==> config.mk <==
export PLATFORM = sky130hd
export DESIGN_NAME = instruction_fetch_unit_flat
export DESIGN_NICKNAME = d
export VERILOG_FILES = /design/src/rtl/instruction_fetch_unit_if.sv /design/src/rtl/instruction_fetch_unit.sv /design/src/flat_wrapper.sv
export SDC_FILE = /design/constraint.sdc
export NUM_CORES = 1
export LEC_CHECK = 0
export BUFFER_PORTS_ARGS = -buffer_cell sky130_fd_sc_hd__buf_4
export CAP_MARGIN = 20
export CORE_MARGIN = 5
export CORE_UTILIZATION = 30
export DETAILED_ROUTE_END_ITERATION = 10
export PLACE_DENSITY = 0.58
export SLEW_MARGIN = 20
export SYNTH_ARGS = -nofsm -noshare
export SYNTH_HDL_FRONTEND = slang
export SYNTH_SLANG_ARGS = --single-unit
==> constraint.sdc <==
create_clock -name clk -period 3.7 [get_ports clk]
set_input_delay 0.74 -clock clk [delete_from_list [all_inputs] [get_ports clk]]
set_output_delay 0.74 -clock clk [all_outputs]
set_load 0.005 [all_outputs]
==> src/rtl/instruction_fetch_unit_if.sv <==
// Fetch/issue bus: ROM address/data, downstream control, and the issued instruction fields.
// valid/stall: an issued instruction is held stable while stall is high; stall never drops valid.
interface instruction_fetch_unit_if #(
  parameter int ADDR_WIDTH = 16
);
  logic [ADDR_WIDTH-1:0] address;
  logic [27:0]           instruction;
  logic                  stall;
  logic                  branch_taken;
  logic [ADDR_WIDTH-1:0] branch_target;
  logic                  valid;
  logic [ADDR_WIDTH-1:0] pc;
  logic [3:0]            opcode;
  logic [7:0]            dest;
  logic [7:0]            src1;
  logic [7:0]            src0;
  logic [15:0]           immediate;
  logic                  hazard_stall;

  modport master (
    output address, valid, pc, opcode, dest, src1, src0, immediate, hazard_stall,
    input  instruction, stall, branch_taken, branch_target
  );

  modport slave (
    input  address, valid, pc, opcode, dest, src1, src0, immediate, hazard_stall,
    output instruction, stall, branch_taken, branch_target
  );
endinterface

==> src/rtl/instruction_fetch_unit.sv <==
// Fetch/issue stage: owns the PC, latches ROM data into the issue register and
// inserts bubbles on read-after-write hazards against recently issued destinations.
module instruction_fetch_unit #(
  parameter int          ADDR_WIDTH   = 16,
  parameter int          HAZARD_DEPTH = 2,
  parameter logic [15:0] WRITE_MASK   = 16'h000E,
  parameter logic [15:0] READ_MASK    = 16'h000C
) (
  input  logic clk,
  input  logic rst,
  instruction_fetch_unit_if.master bus,
  output logic [1:0] dbg_state
);

  typedef enum logic [1:0] {
    START = 2'd0,
    RUN   = 2'd1,
    FLUSH = 2'd2
  } state_t;

  state_t                state;
  logic [ADDR_WIDTH-1:0] pc_q;
  logic [ADDR_WIDTH-1:0] issue_pc;
  logic [27:0]           ir;
  logic                  valid_q;

  logic                  sb_vld [HAZARD_DEPTH];
  logic [7:0]            sb_dst [HAZARD_DEPTH];

  logic [3:0]            in_op;
  logic                  raw;
  logic                  hazard;
  logic                  sb_shift;
  logic                  sb_in_vld;

  assign in_op = bus.instruction[27:24];

  always_comb begin
    raw = 1'b0;
    for (int i = 0; i < HAZARD_DEPTH; i++) begin
      if (sb_vld[i] && (sb_dst[i] == bus.instruction[15:8] ||
                        sb_dst[i] == bus.instruction[7:0])) begin
        raw = 1'b1;
      end
    end
    raw = raw & READ_MASK[in_op];
  end

  // A hazard only matters when the instruction would otherwise issue this edge.
  assign hazard    = (state != START) && !bus.branch_taken && !bus.stall && raw;
  assign sb_shift  = (state != START) && (bus.branch_taken || !bus.stall);
  assign sb_in_vld = !bus.branch_taken && !hazard && WRITE_MASK[in_op];

  always_ff @(posedge clk or posedge rst) begin
    if (rst) begin
      state    <= START;
      pc_q     <= '0;
      issue_pc <= '0;
      ir       <= '0;
      valid_q  <= 1'b0;
    end else begin
      case (state)
        START: begin
          valid_q <= 1'b0;
          state   <= RUN;
        end
        default: begin
          if (bus.branch_taken) begin
            pc_q    <= bus.branch_target;
            valid_q <= 1'b0;
            state   <= FLUSH;
          end else if (!bus.stall) begin
            state <= RUN;
            if (hazard) begin
              valid_q <= 1'b0;
            end else begin
              ir       <= bus.instruction;
              issue_pc <= pc_q;
              valid_q  <= 1'b1;
              pc_q     <= pc_q + 1'b1;
            end
          end
        end
      endcase
    end
  end

  // Entry 0 is the most recent issue slot; bubbles and branches push invalid entries.
  always_ff @(posedge clk or posedge rst) begin
    if (rst) begin
      for (int i = 0; i < HAZARD_DEPTH; i++) begin
        sb_vld[i] <= 1'b0;
        sb_dst[i] <= '0;
      end
    end else if (sb_shift) begin
      sb_vld[0] <= sb_in_vld;
      sb_dst[0] <= bus.instruction[23:16];
      for (int i = 1; i < HAZARD_DEPTH; i++) begin
        sb_vld[i] <= sb_vld[i-1];
        sb_dst[i] <= sb_dst[i-1];
      end
    end
  end

  assign bus.address      = pc_q;
  assign bus.valid        = valid_q;
  assign bus.pc           = issue_pc;
  assign bus.opcode       = ir[27:24];
  assign bus.dest         = ir[23:16];
  assign bus.src1         = ir[15:8];
  assign bus.src0         = ir[7:0];
  assign bus.immediate    = ir[15:0];
  assign bus.hazard_stall = hazard;
  assign dbg_state        = state;

endmodule

==> src/flat_wrapper.sv <==
// flat-port wrapper written by rule: the top's interface ports become plain ports
module instruction_fetch_unit_flat 
#(
  parameter int          ADDR_WIDTH   = 16,
  parameter int          HAZARD_DEPTH = 2,
  parameter logic [15:0] WRITE_MASK   = 16'h000E,
  parameter logic [15:0] READ_MASK    = 16'h000C
)
  (clk, rst, dbg_state, bus_address, bus_valid, bus_pc, bus_opcode, bus_dest, bus_src1, bus_src0, bus_immediate, bus_hazard_stall, bus_instruction, bus_stall, bus_branch_taken, bus_branch_target);
  instruction_fetch_unit_if #(.ADDR_WIDTH(ADDR_WIDTH)) bus_i ();
  input  logic clk;
  input  logic rst;
  output logic [1:0] dbg_state;
  output wire logic [$bits(bus_i.address)-1:0] bus_address;
  output wire logic [$bits(bus_i.valid)-1:0] bus_valid;
  output wire logic [$bits(bus_i.pc)-1:0] bus_pc;
  output wire logic [$bits(bus_i.opcode)-1:0] bus_opcode;
  output wire logic [$bits(bus_i.dest)-1:0] bus_dest;
  output wire logic [$bits(bus_i.src1)-1:0] bus_src1;
  output wire logic [$bits(bus_i.src0)-1:0] bus_src0;
  output wire logic [$bits(bus_i.immediate)-1:0] bus_immediate;
  output wire logic [$bits(bus_i.hazard_stall)-1:0] bus_hazard_stall;
  input wire logic [$bits(bus_i.instruction)-1:0] bus_instruction;
  input wire logic [$bits(bus_i.stall)-1:0] bus_stall;
  input wire logic [$bits(bus_i.branch_taken)-1:0] bus_branch_taken;
  input wire logic [$bits(bus_i.branch_target)-1:0] bus_branch_target;
  assign bus_address = bus_i.address;
  assign bus_valid = bus_i.valid;
  assign bus_pc = bus_i.pc;
  assign bus_opcode = bus_i.opcode;
  assign bus_dest = bus_i.dest;
  assign bus_src1 = bus_i.src1;
  assign bus_src0 = bus_i.src0;
  assign bus_immediate = bus_i.immediate;
  assign bus_hazard_stall = bus_i.hazard_stall;
  assign bus_i.instruction = bus_instruction;
  assign bus_i.stall = bus_stall;
  assign bus_i.branch_taken = bus_branch_taken;
  assign bus_i.branch_target = bus_branch_target;
  instruction_fetch_unit #(.ADDR_WIDTH(ADDR_WIDTH), .HAZARD_DEPTH(HAZARD_DEPTH), .WRITE_MASK(WRITE_MASK), .READ_MASK(READ_MASK)) u_core (.clk(clk), .rst(rst), .bus(bus_i), .dbg_state(dbg_state));
endmodule
## Yosys cells after proc, flatten, opt, wreduce, memory -nomap -nowiden

Memories as Yosys holds them, arrays and structs flattened.
Cells that the tools add are included.

- Word-level logic and storage cells: 57
- Memories: 2
- Memory bits (read-only): 32
- Output and inout bits: 80
- Register bits after elaboration: 81

- Bitwise operators: 5
- $add $sub $neg: 1
- $lt $le $gt $ge: 1
- Reductions and logical operators: 18
- Muxes and demuxes: 14
- Equal/unequal tests: 7

Memory list:

| name | depth | width | read ports | clocked after Yosys merged registers in | wr ports | RTL line | text |
|---|---|---|---|---|---|---|---|
| (no name shown) | 16 | 1 | 1 | 0 | 0 | instruction_fetch_unit.sv:46 | `raw = raw & READ_MASK[in_op];` |
| (no name shown) | 16 | 1 | 1 | 0 | 0 | instruction_fetch_unit.sv:52 | `assign sb_in_vld = !bus.branch_taken && !hazard && WRITE_MASK[in_op];` |

Operator list:

| operator | count |
|---|---|
| $mux W16 | 3 |
| $eq A8 B8 Y1 | 4 |
| $add A16 B1 Y16 const B | 1 |
| $logic_and A1 B1 Y1 | 8 |
| $mux W1 | 8 |
| $mux W2 | 3 |
| $lt A4 B5 Y1 const B | 1 |
| $not A1 Y1 | 4 |
| $reduce_and A4 Y1 | 1 |
| $logic_not A1 Y1 | 3 |
| $logic_or A1 B1 Y1 | 3 |
| $ne A3 B1 Y1 const B | 1 |
| $reduce_and A3 Y1 | 1 |
| $logic_not A2 Y1 | 1 |
| $ne A2 B1 Y1 const B | 1 |
| $ne A2 B2 Y1 const B | 1 |
| $reduce_bool A2 Y1 | 1 |
| $and A1 B1 Y1 | 1 |

## Logic depth before layout (Yosys ltp)

Gate-level depths: netlist of the first run.

- Word-level depth: 11
- Gate-level depth with buffers: 9

## Worst setup path before layout of the first run

Ideal clock, no wire load.

- Kind: input -> register
- From: input port bus_branch_taken
- To: register u_core.pc_q[15] (netlist: u_core.bus.address[15])
- Arrival: 2.177 ns
- Slack: 1.398 ns
- Stages on the path: 9
- Setup time: 0.125 ns
- Required time: 3.575 ns
- Path through: buf_4 nor2_1 o21ai_0 nor2_1 a32o_2 or2_1 buf_6 buf_12 mux2_4

- Longest elaborated chain between the ends: 6
- Elaborated cells on any way between the ends: 8
- Those cells by class: eq/ne: 2; mux: 1; reduce/logical: 5

RTL lines:

| what | RTL line | text |
|---|---|---|
| start: declaration | flat_wrapper.sv:25 | `input wire logic [$bits(bus_i.branch_taken)-1:0] bus_branch_taken;` |
| $logic_not A1 Y1 | instruction_fetch_unit.sv:50 | `assign hazard = (state != START) && !bus.branch_taken && !bus.stall && raw;` |
| $logic_and A1 B1 Y1 (3 in a row) | instruction_fetch_unit.sv:50 |  |
| named net bus_hazard_stall | flat_wrapper.sv:22 | `output wire logic [$bits(bus_i.hazard_stall)-1:0] bus_hazard_stall;` |
| $ne A2 B2 Y1 (no line) | - |  |
| $reduce_and A3 Y1 (no line) | - |  |
| end signal: assignment | instruction_fetch_unit.sv:69 | `pc_q <= bus.branch_target;` |
| end signal: assignment | instruction_fetch_unit.sv:80 | `pc_q <= pc_q + 1'b1;` |
| end: declaration | instruction_fetch_unit.sv:22 | `logic [ADDR_WIDTH-1:0] pc_q;` |

The timed path passes the listed nets, and every way through them passes these cells.
A chain may end at the register's enable or synchronous reset.

## Worst setup path in the final report of the first run

- From: input port bus_branch_taken
- To: output port bus_hazard_stall

- Longest elaborated chain between the ends: 4

RTL lines:

| what | RTL line |
|---|---|
| $logic_not A1 Y1 | instruction_fetch_unit.sv:50 |
| $logic_and A1 B1 Y1 (3 in a row) | instruction_fetch_unit.sv:50 |
| end: declaration | flat_wrapper.sv:22 |

Every way passes these cells.

==> flow_metrics.tcl, run 1 <==
set metrics [dict create \
    syn_avg_cell_area_um2 12.2 \
    clk_path_buf_depth 2 \
    antenna_cells 0 \
    fmax_mhz 365 \
    hold_violations 0 \
    clkSlewWorstSetupHoldPaths_ps 60 \
    cts_resized 0 \
    antenna_left 0 \
    cts_setup_buffers 0 \
    outcome "finished clean" \
    core_um2 13200 \
    rows 42 \
    die_height_um 126 \
    fp.dieW_um 126 \
    drtPass1Iterations 4 \
    synth_edf_count 0 \
    tightest_slew_ps 942 \
    gr-total-overflow 0 \
    peakVddDrop_mv 0.221 \
    fin_skew_ps 8.13 \
    cts_buffers 9 \
    cts_tree "built" \
    htree_levels 3 \
    cp_num_buf_inv 2 \
    ys_ff_latch 81 \
    powerDensity_nw_per_um2 673 \
    fin_crit_sh 0.741 \
    drive_gt1_frac 0.507 \
    syn_inst 328 \
    setup_violations 0 \
    drc_errors 0 \
    slew_viol_final 0 \
    netlist-cell-type-count 31 \
    yosysWarnings 0 \
    synthTopCellsByArea "dfrtp_1, mux2_2, xnor2_1, buf_4, mux2_4" \
    worst_hold_path_type "flip-flop to flip-flop" \
    die-area_um2 15800 \
    wirelength_mm 9.74 \
    async_reset_ff_frac 1.00 \
    num-fill-cells 1270 \
    areaGrowthSynthToFinish_pct 34.2 \
    vias_per_cell 4.58 \
    gp_congestion 0.786 \
    dp_cells 608 \
    synth_area_um2 4010 \
    hpwlAfterDp_mm 7.38 \
    synth_top_area_share 0.505 \
    port_buffers 127 \
    layout.nets 492 \
    drv_cap 0 \
    grt_max_degree 55 \
    start_util 0.304 \
    yosys.area.top_type "dfrtp_1" \
    mostFrequentLayoutCell "buf_4" \
    finalSetupTns_ps 0 \
    antenna_found_initial 0 \
    crit_arrival_ps 2000 \
    rrSetupSlack_ps 1310 \
    finalPower_mw 3.63 \
    final_util 0.408 \
    io_pins 128 \
    clkLatencyLatePin_ps 340 \
    final_cell_mix "buf_4, dfrtp_1, mux2_2" \
    critPathKind "primary input to output port" \
    cts_root_buf "clkbuf_16" \
    path_delay_family "compound AO/OA/AOI/OAI gates" \
    yosysSeqAreaShare 0.505 \
    synthesis.nets 377 \
    rsz0062_at_grt "false" \
    grt_pass1_vias 2971 \
    seqCellArea_um2 2030 \
    multi_input_area_um2 1760 \
    path_common_cell "buf_4" \
    critPathLaunchType "primary input" \
    stdcell_count 624 \
    drt_iter0_drc 110 \
    slew_headroom 0.371 \
    grtUsageTotal 0.123 \
    clkSinkCount 81 \
    worstSetupEndpointType "output port" \
    required_ps 2960 \
    vias 2857 \
    worst_path_max_delay_cell "nor3_1" \
    cpPeakStageDelay_ps 250 \
    p_leak_nw 2.40 \
    postCtsHoldBufs 0 \
    fin_crit_ps 2740 \
    ys.flop_type "dfrtp_1" \
    wire_per_inst_um 15.6 \
    grt_pass1_wl_mm 15.5 \
    crit_chain "buf_4, nor2_1, o21ai_0, nor3_1, a32o_2, buf_4" \
    crit_fanout 35 \
]
## worst register-to-register path, delay by kind of cell (launching register included)
family                    cells  cell delay (ps)
xor gates and xnor gates      1              210
AOI/OAI and AO/OA             2              440
buffers and inverters         1              330
DFF                           1              440
muxes                         1              370
and+or+nand+nor               2              480
## final cells by class
| type | count | share of cell area |
|---|---|---|
| flip-flops and latches | 81 | 0.376 |
| multi-input cells | 212 | 0.327 |
| repair buffers | 133 | 0.185 |
| clock buffers | 10 | 0.0444 |
| well taps | 176 | 0.0409 |
| clock inverters | 6 | 0.0211 |
| inverters | 6 | 0.00441 |
## flip-flops by register name, indices dropped and copies added (netlist names)
| signal | count |
|---|---|
| u_core.ir | 28 |
| u_core.bus.address | 16 |
| u_core.bus.pc | 16 |
| u_core.sb_dst | 16 |
| u_core.dbg_state | 2 |
| u_core.sb_vld | 2 |
| u_core.bus.valid | 1 |
## metrics by stage
step / cell area (µm²) / hold WS, ps / setup WS, ps
2_1_floorplan: 4010 / 479 / 880
3_3_place_gp: 5030 / 484 / 962
3_5_place_dp: 5030 / 496 / 859
4_1_cts: 5390 / 509 / 982
5_1_grt: 5390 / 532 / 779
6_report: 5390 / 505 / 960
## final timing paths
kind	from	end	cells past startpoint
max reg2reg	u_core.sb_dst[14]$_DFFE_PP0P_	u_core.bus.pc[13]$_DFFE_PP0P_	7
min	u_core.bus.pc[11]$_DFFE_PP0P_	u_core.bus.pc[11]$_DFFE_PP0P_	1
min in group asynchronous	rst	u_core.bus.pc[15]$_DFFE_PP0P_	2
max	bus_branch_taken	bus_hazard_stall	6
min reg2reg	u_core.bus.pc[11]$_DFFE_PP0P_	u_core.bus.pc[11]$_DFFE_PP0P_	1
max in group asynchronous	rst	u_core.sb_dst[0]$_DFFE_PP0P_	3
## cell families (layout without fill, tap and decap cells)
kind of cell             after synthesis  after routing  share of synthesized area
AND/OR/NAND/NOR                       60             60                     0.0729
multiplexers                          76             76                      0.220
adder cells (fa/ha/maj)                1              1                    0.00312
buffers and inverters                 35            155                     0.0574
XOR/XNOR                              46             46                      0.100
AO/OA/AOI/OAI                         29             29                     0.0411
flip-flops                            81             81                      0.505
## cells in the mapped netlist, drive strengths merged, types with 2 or more instances
cell type,count
mux2i,2
inv,6
o21ai,18
mux2,74
nor3,4
dfrtp,81
xnor2,38
buf,26
nand3,6
nand4,12
and4,2
a21oi,3
clkbuf,3
o22ai,4
xor2,8
nand2,20
and3,2
nor2,10
## metal layers
layer	GRT usage	vias to the layer above	routed length, µm
met1	0.161	1411	4380
li1	-	1356	-
met5	0	-	0
met2	0.195	80	4600
met3	0.0347	10	604
met4	0.0459	0	153
## power by group
part	switching (mW)	total, mW	internal [mW]
logic	0.383	1.12	0.741
registers	0.296	1.47	1.17
clock network	0.355	1.04	0.680
(Power assumes the default switching activity.)
==> run 2, diff against run 1 <==
- ABC_AREA: unset -> 1
- PLACE_DENSITY: 0.58 -> 0.59
- clock period: 3.7 -> 2.2 ns (I/O delays scaled with it)
==> run 2 against run 1 <==
Final cell count rose by 36%. Final area grew 5.3%. Critical endpoint unchanged. Wire length rose by 25%. Non-clock buffer count stayed put.
==> flow_metrics.tcl, run 2 <==
set metrics [dict create \
    critPathLaunchType "flip-flop" \
    synthTopCellsByArea "dfrtp_1, nand2_1, nand3_1, xnor2_1, o21ai_2" \
    fmax_mhz 471 \
    gp_congestion 0.848 \
    largest_register_ffs 28 \
    synth_area_um2 4340 \
    num-fill-cells 1480 \
    grt_max_degree 82 \
    drive_gt1_frac 0.290 \
    setup_slack_ps 78.7 \
    die-area_um2 17000 \
    fp.dieW_um 130 \
    grt_pass1_wl_mm 19.1 \
    cts_root_buf "clkbuf_16" \
    hold_violations 0 \
    vias_per_cell 4.58 \
    cts_buffers 9 \
    post_dp_cell_area_um2 5340 \
    drv_cap 0 \
    clkLatencyLatePin_ps 340 \
    antenna_left 0 \
    hpwlAfterDp_mm 8.83 \
    final_util 0.395 \
    ys_ff_latch 81 \
    peakVddDrop_mv 0.567 \
    areaGrowthSynthToFinish_pct 30.7 \
    gr-total-overflow 0 \
    htree_levels 3 \
    synth_edf_count 0 \
    ys.flop_type "dfrtp_1" \
    synthTopCellsByCount "nand2_1, dfrtp_1, nand3_1, inv_1, xnor2_1" \
    crit_chain "xnor2_1, nand2_1, nor2_2, nand2_1, nand2_1, nand2_1, nand2_2, nand3_4, inv_2, buf_6" \
    wire_per_inst_um 14.3 \
    muxShareOfSynthArea 0 \
    worst_hold_path_type "primary input to asynchronous set/reset pin" \
    port_buffers 127 \
    tightest_slew_ps 483 \
    path_common_cell "nand2_1" \
    outcome "finished clean" \
    worstSetupEndpointType "output port" \
    layout.nets 711 \
    seqCellArea_um2 2030 \
    mostFrequentLayoutCell "nand2_1" \
    pre_cts_slack_ps 118 \
    syn_inst 555 \
    synth_compound_area_frac 0.0695 \
    fin_crit_sh 0.964 \
    drt_iter0_drc 232 \
    synthAdderAreaFrac 0.00288 \
    yosysSeqAreaShare 0.467 \
    multi_input_area_um2 1950 \
    slew_headroom 0.678 \
    slew_viol_final 0 \
    rsz0062_at_grt "true" \
    io_pins 128 \
    core_um2 14400 \
    start_util 0.302 \
    p_leak_nw 2.97 \
    fin_skew_ps 3.41 \
    drtPass1Iterations 5 \
    vias 3890 \
    synth-simple-area-share 0.313 \
    drc_errors 0 \
    largest-register "u_core.ir" \
    antenna_cells 0 \
    netlist-cell-type-count 29 \
    syn_avg_cell_area_um2 7.82 \
    fin_crit_ps 2120 \
    fin_area_um2 5670 \
    required_ps 1760 \
    final_cell_mix "nand2_1, buf_4, dfrtp_1" \
    cpPeakStageDelay_ps 430 \
    grt_pass1_vias 3742 \
    clk_path_buf_depth 2 \
    rows 44 \
    antenna_found_initial 0 \
    wirelength_mm 12.1 \
    synthesis.nets 604 \
    clkSinkCount 81 \
    yosys.area.top_type "dfrtp_1" \
    clkSlewWorstSetupHoldPaths_ps 60 \
    setup_violations 0 \
    yosysWarnings 0 \
    cts_tree "built" \
    powerDensity_nw_per_um2 887 \
    cp_num_buf_inv 2 \
    yosys.cell_count.top_type "nand2_1" \
    crit_arrival_ps 1680 \
    critPathKind "flip-flop to output port" \
    path_delay_family "simple AND/OR/NAND/NOR gates" \
    synth_top_family_by_area "simple AND/OR/NAND/NOR gates" \
    die_height_um 130 \
    synth_top_area_share 0.467 \
    async_reset_ff_frac 1.00 \
    synthXorXnorAreaFrac 0.0565 \
    worst_path_max_delay_cell "dfrtp_1" \
    grtUsageTotal 0.145 \
    crit_fanout 4 \
]
run 2: changes by cell type in the layout (fill, tap and decap cells not counted), sizes merged, moves of 4 or more:
cell,previous run,this run
inv,6,36
mux2,74,0
nand2,20,239
nand3,6,51
nand4,12,2
nor2,10,22
o21ai,18,46
o22ai,4,0
xnor2,38,23
run 2: timing repair:
action	CTS	global route
setup endpoints to repair	0	1
resized for setup	0	10
buffers inserted	0	1
hold buffers	0	0
run 2: cell families (layout without fill, tap and decap cells):
family | Yosys count | count (layout)
compound gates | 49 | 49
buf+inv | 74 | 185
simple gates | 322 | 322
xor+xnor | 28 | 28
flops | 81 | 81
fa+ha+maj | 1 | 1
run 2: per-stage QoR:
stage	setup TNS (ps)	total power [mW]	std cells	hold WS, ps
4_1_cts	0	5.10	849	236
5_1_grt	-0.0681	5.38	850	259
3_5_place_dp	0	3.56	834	459
2_1_floorplan	0	2.86	555	442
6_report	0	5.03	850	178
3_3_place_gp	0	3.54	834	457
run 2: path summary, 6_finish.rpt:
path | start | endpoint | slack (ps) | cells after the start
worst max-delay path | u_core.sb_dst[15]$_DFFE_PP0P_ | bus_hazard_stall | 80 | 10
worst min-delay path | rst | u_core.ir[12]$_DFFE_PP0P_ | 180 | 3
worst max register to register | u_core.sb_dst[15]$_DFFE_PP0P_ | u_core.ir[21]$_DFFE_PP0P_ | 190 | 12
worst min register to register | u_core.bus.pc[12]$_DFFE_PP0P_ | u_core.bus.pc[12]$_DFFE_PP0P_ | 470 | 2
max in group asynchronous | rst | u_core.bus.pc[0]$_DFFE_PP0P_ | 1600 | 3
min in group clk | bus_instruction[23] | u_core.sb_dst[15]$_DFFE_PP0P_ | 330 | 3
run 2: area by class of cell:
type                       count  area share
sequential                    81       0.358
multi-input combinational    400       0.343
timing repair buffer         133       0.181
clock buffer                  12      0.0452
tap                          184      0.0406
inverter                      37      0.0251
clock inverter                 3     0.00706
run 2: worst min-delay path, delay by kind of cell:
kind     cells  cell delay, ps
buf+inv      3             500
run 2: layer usage:
metal  up-vias  GRT usage  wire (µm)
met3        13     0.0463        989
met1      1789      0.185       5240
met4         0     0.0428        159
met5         -          0          0
li1       1941          -          -
met2       147      0.235       5740
run 2: power by group:
part,switching (mW),total [mW],internal (mW)
registers,0.325,2.13,1.80
logic,0.665,1.40,0.736
clock network,0.575,1.51,0.931
==> run 3, diff against run 2 <==
- BUFFER_PORTS_ARGS: -buffer_cell sky130_fd_sc_hd__buf_4 -> unset
- DONT_BUFFER_PORTS: unset -> 1
- PLACE_DENSITY: 0.59 -> 0.51
==> run 3 against run 2 <==
Sequential power up 3%. Sequential share of layout area up 6.6 points. Worst hold slack worse by 130 ps. Clock-buffer cell count down 3. Highest routed layer unchanged. Critical endpoint unchanged. Combinational power down 41%. Register-to-register slack better by 120 ps. Utilization down 6.1 points. Via count down 11%.
==> flow_metrics.tcl, run 3 (synthesis gave the netlist of run 2 again) <==
set metrics [dict create \
    largest-register "u_core.ir" \
    slew_headroom 0.558 \
    stdcell_count 733 \
    cts_root_buf "clkbuf_16" \
    gp_congestion 0.824 \
    wire_per_inst_um 16.3 \
    gr-total-overflow 0 \
    critPathKind "flip-flop to output port" \
    vias_per_cell 4.71 \
    critPathLaunchType "flip-flop" \
    clk_path_buf_depth 2 \
    antenna_found_initial 0 \
    drc_errors 0 \
    hpwlAfterDp_mm 8.83 \
    fin_skew_ps 6.30 \
    fin_crit_sh 0.944 \
    hold_violations 0 \
    htree_levels 3 \
    powerDensity_nw_per_um2 955 \
    drv_cap 0 \
    mostFrequentLayoutCell "nand2_1" \
    layout.nets 593 \
    areaGrowthSynthToFinish_pct 10.4 \
    grt_pass1_wl_mm 19.0 \
    fin_crit_ps 2080 \
    slew_viol_final 0 \
    r2r_start "u_core.bus.address[0]$_DFFE_PP0P_" \
    setup_violations 0 \
    worstSetupEndpointType "output port" \
    drt_iter0_drc 187 \
    postCtsHoldBufs 0 \
    grtUsageTotal 0.147 \
    antenna_cells 0 \
    outcome "finished clean" \
    clkSinkCount 81 \
    grt_max_degree 63 \
    num-fill-cells 1540 \
    wirelength_mm 11.9 \
    vias 3452 \
    dp_cells 712 \
    rows 44 \
    die-area_um2 17000 \
    finalPower_mw 4.58 \
    largest_register_ffs 28 \
    antenna_left 0 \
    die_height_um 130 \
    grt_pass1_vias 3523 \
    io_pins 128 \
    tightest_slew_ps 661 \
    rrSetupSlack_ps 310 \
    finalSetupTns_ps 0 \
    reg2reg_to "u_core.bus.address[14]$_DFFE_PP0P_" \
    clkLatencyLatePin_ps 350 \
    core_um2 14400 \
    clkSlewWorstSetupHoldPaths_ps 60 \
    p_leak_nw 2.38 \
    required_ps 1760 \
    reg2regPathDepth 9 \
    cts_buffers 9 \
    drtPass1Iterations 4 \
    fmax_mhz 482 \
    peakVddDrop_mv 0.473 \
    crit_arrival_ps 1640 \
    drive_gt1_frac 0.149 \
    fp.dieW_um 130 \
    worst_hold_path_type "primary input to asynchronous set/reset pin" \
    crit_fanout 5 \
    final_cell_mix "nand2_1, dfrtp_1, nand3_1" \
    start_util 0.302 \
    port_buffers 0 \
    cts_tree "built" \
]
## run 3: cell types whose count changed in the layout (fill, tap and decap cells not counted), moves of 2 or more
| cell | change |
|---|---|
| nor2_2 | -2 |
| nand2_1 | -2 |
| dfrtp_2 | +2 |
| clkinv_4 | +2 |
| clkinv_2 | -2 |
| clkbuf_8 | -2 |
| clkinvlp_4 | +3 |
| dfrtp_1 | -2 |
| nor2_1 | +2 |
| inv_1 | -2 |
| inv_2 | +2 |
| buf_4 | -116 |
## run 3: layer usage
| layer | share of wire | GRT usage | up-vias |
|---|---|---|---|
| li1 | - | - | 1709 |
| met1 | 0.40 | 0.174 | 1614 |
| met2 | 0.48 | 0.234 | 112 |
| met3 | 0.098 | 0.0606 | 17 |
| met4 | 0.021 | 0.0623 | 0 |
| met5 | 0 | 0 | - |
## run 3: worst max path at each step
stage / start / endpoint / slack (ps) / cells after the start
3_5_place_dp: bus_instruction[3] / u_core.ir[4]$_DFFE_PP0P_ / 330 / 13
2_1_floorplan: bus_instruction[5] / bus_hazard_stall / 390 / 12
3_3_place_gp: bus_instruction[3] / u_core.bus.pc[11]$_DFFE_PP0P_ / 330 / 13
6_report: u_core.sb_dst[6]$_DFFE_PP0P_ / bus_hazard_stall / 120 / 9
4_1_cts: u_core.sb_dst[6]$_DFFE_PP0P_ / bus_hazard_stall / 10 / 9
5_1_grt: u_core.sb_dst[11]$_DFFE_PP0P_ / bus_hazard_stall / -4 / 11
## run 3: where the power goes
| part | leakage (nW) | total, mW | switching (mW) | internal (mW) |
|---|---|---|---|---|
| Sequential | 1.01 | 2.20 | 0.399 | 1.80 |
| Clock | 0.138 | 1.55 | 0.665 | 0.887 |
| Combinational | 1.23 | 0.827 | 0.475 | 0.352 |
## run 3: final cells by class
class | instances | area [µm²] | share of cell area
Sequential cell | 81 | 2030 | 0.424
Multi-Input combinational cell | 400 | 1960 | 0.409
Tap cell | 184 | 230 | 0.0480
Clock buffer | 9 | 225 | 0.0470
Inverter | 37 | 143 | 0.0298
Timing Repair Buffer | 15 | 125 | 0.0261
Clock inverter | 7 | 78.8 | 0.0164
## run 3: critical path: stages (launching register included)
cell and delay [ps]:
dfrtp_1 420, xnor2_1 150, nand2_1 90, nor2_2 140
nand2_1 60, nand2_1 80, nand2_2 70, nand2_4 80
nand3_4 110, inv_2 90
## run 3: through the flow
stage / area (µm²) / hold WS [ps] / worst slack (ps) / util
floorplan: 4340 / 442 / 393 / -
global placement: 4410 / 442 / 331 / 0.307
detailed placement: 4410 / 438 / 326 / 0.307
CTS: 4710 / 55.2 / 14.7 / 0.328
global route: 4790 / 83.8 / -4.02 / 0.334
finish: 4790 / 48.6 / 124 / 0.334
## run 3: timing repair
action / CTS / global route
endpoints found under the setup margin: 0 / 1
endpoints found under the hold margin: 0 / 0
resized for setup: 0 / 15
setup buffers: 0 / 5
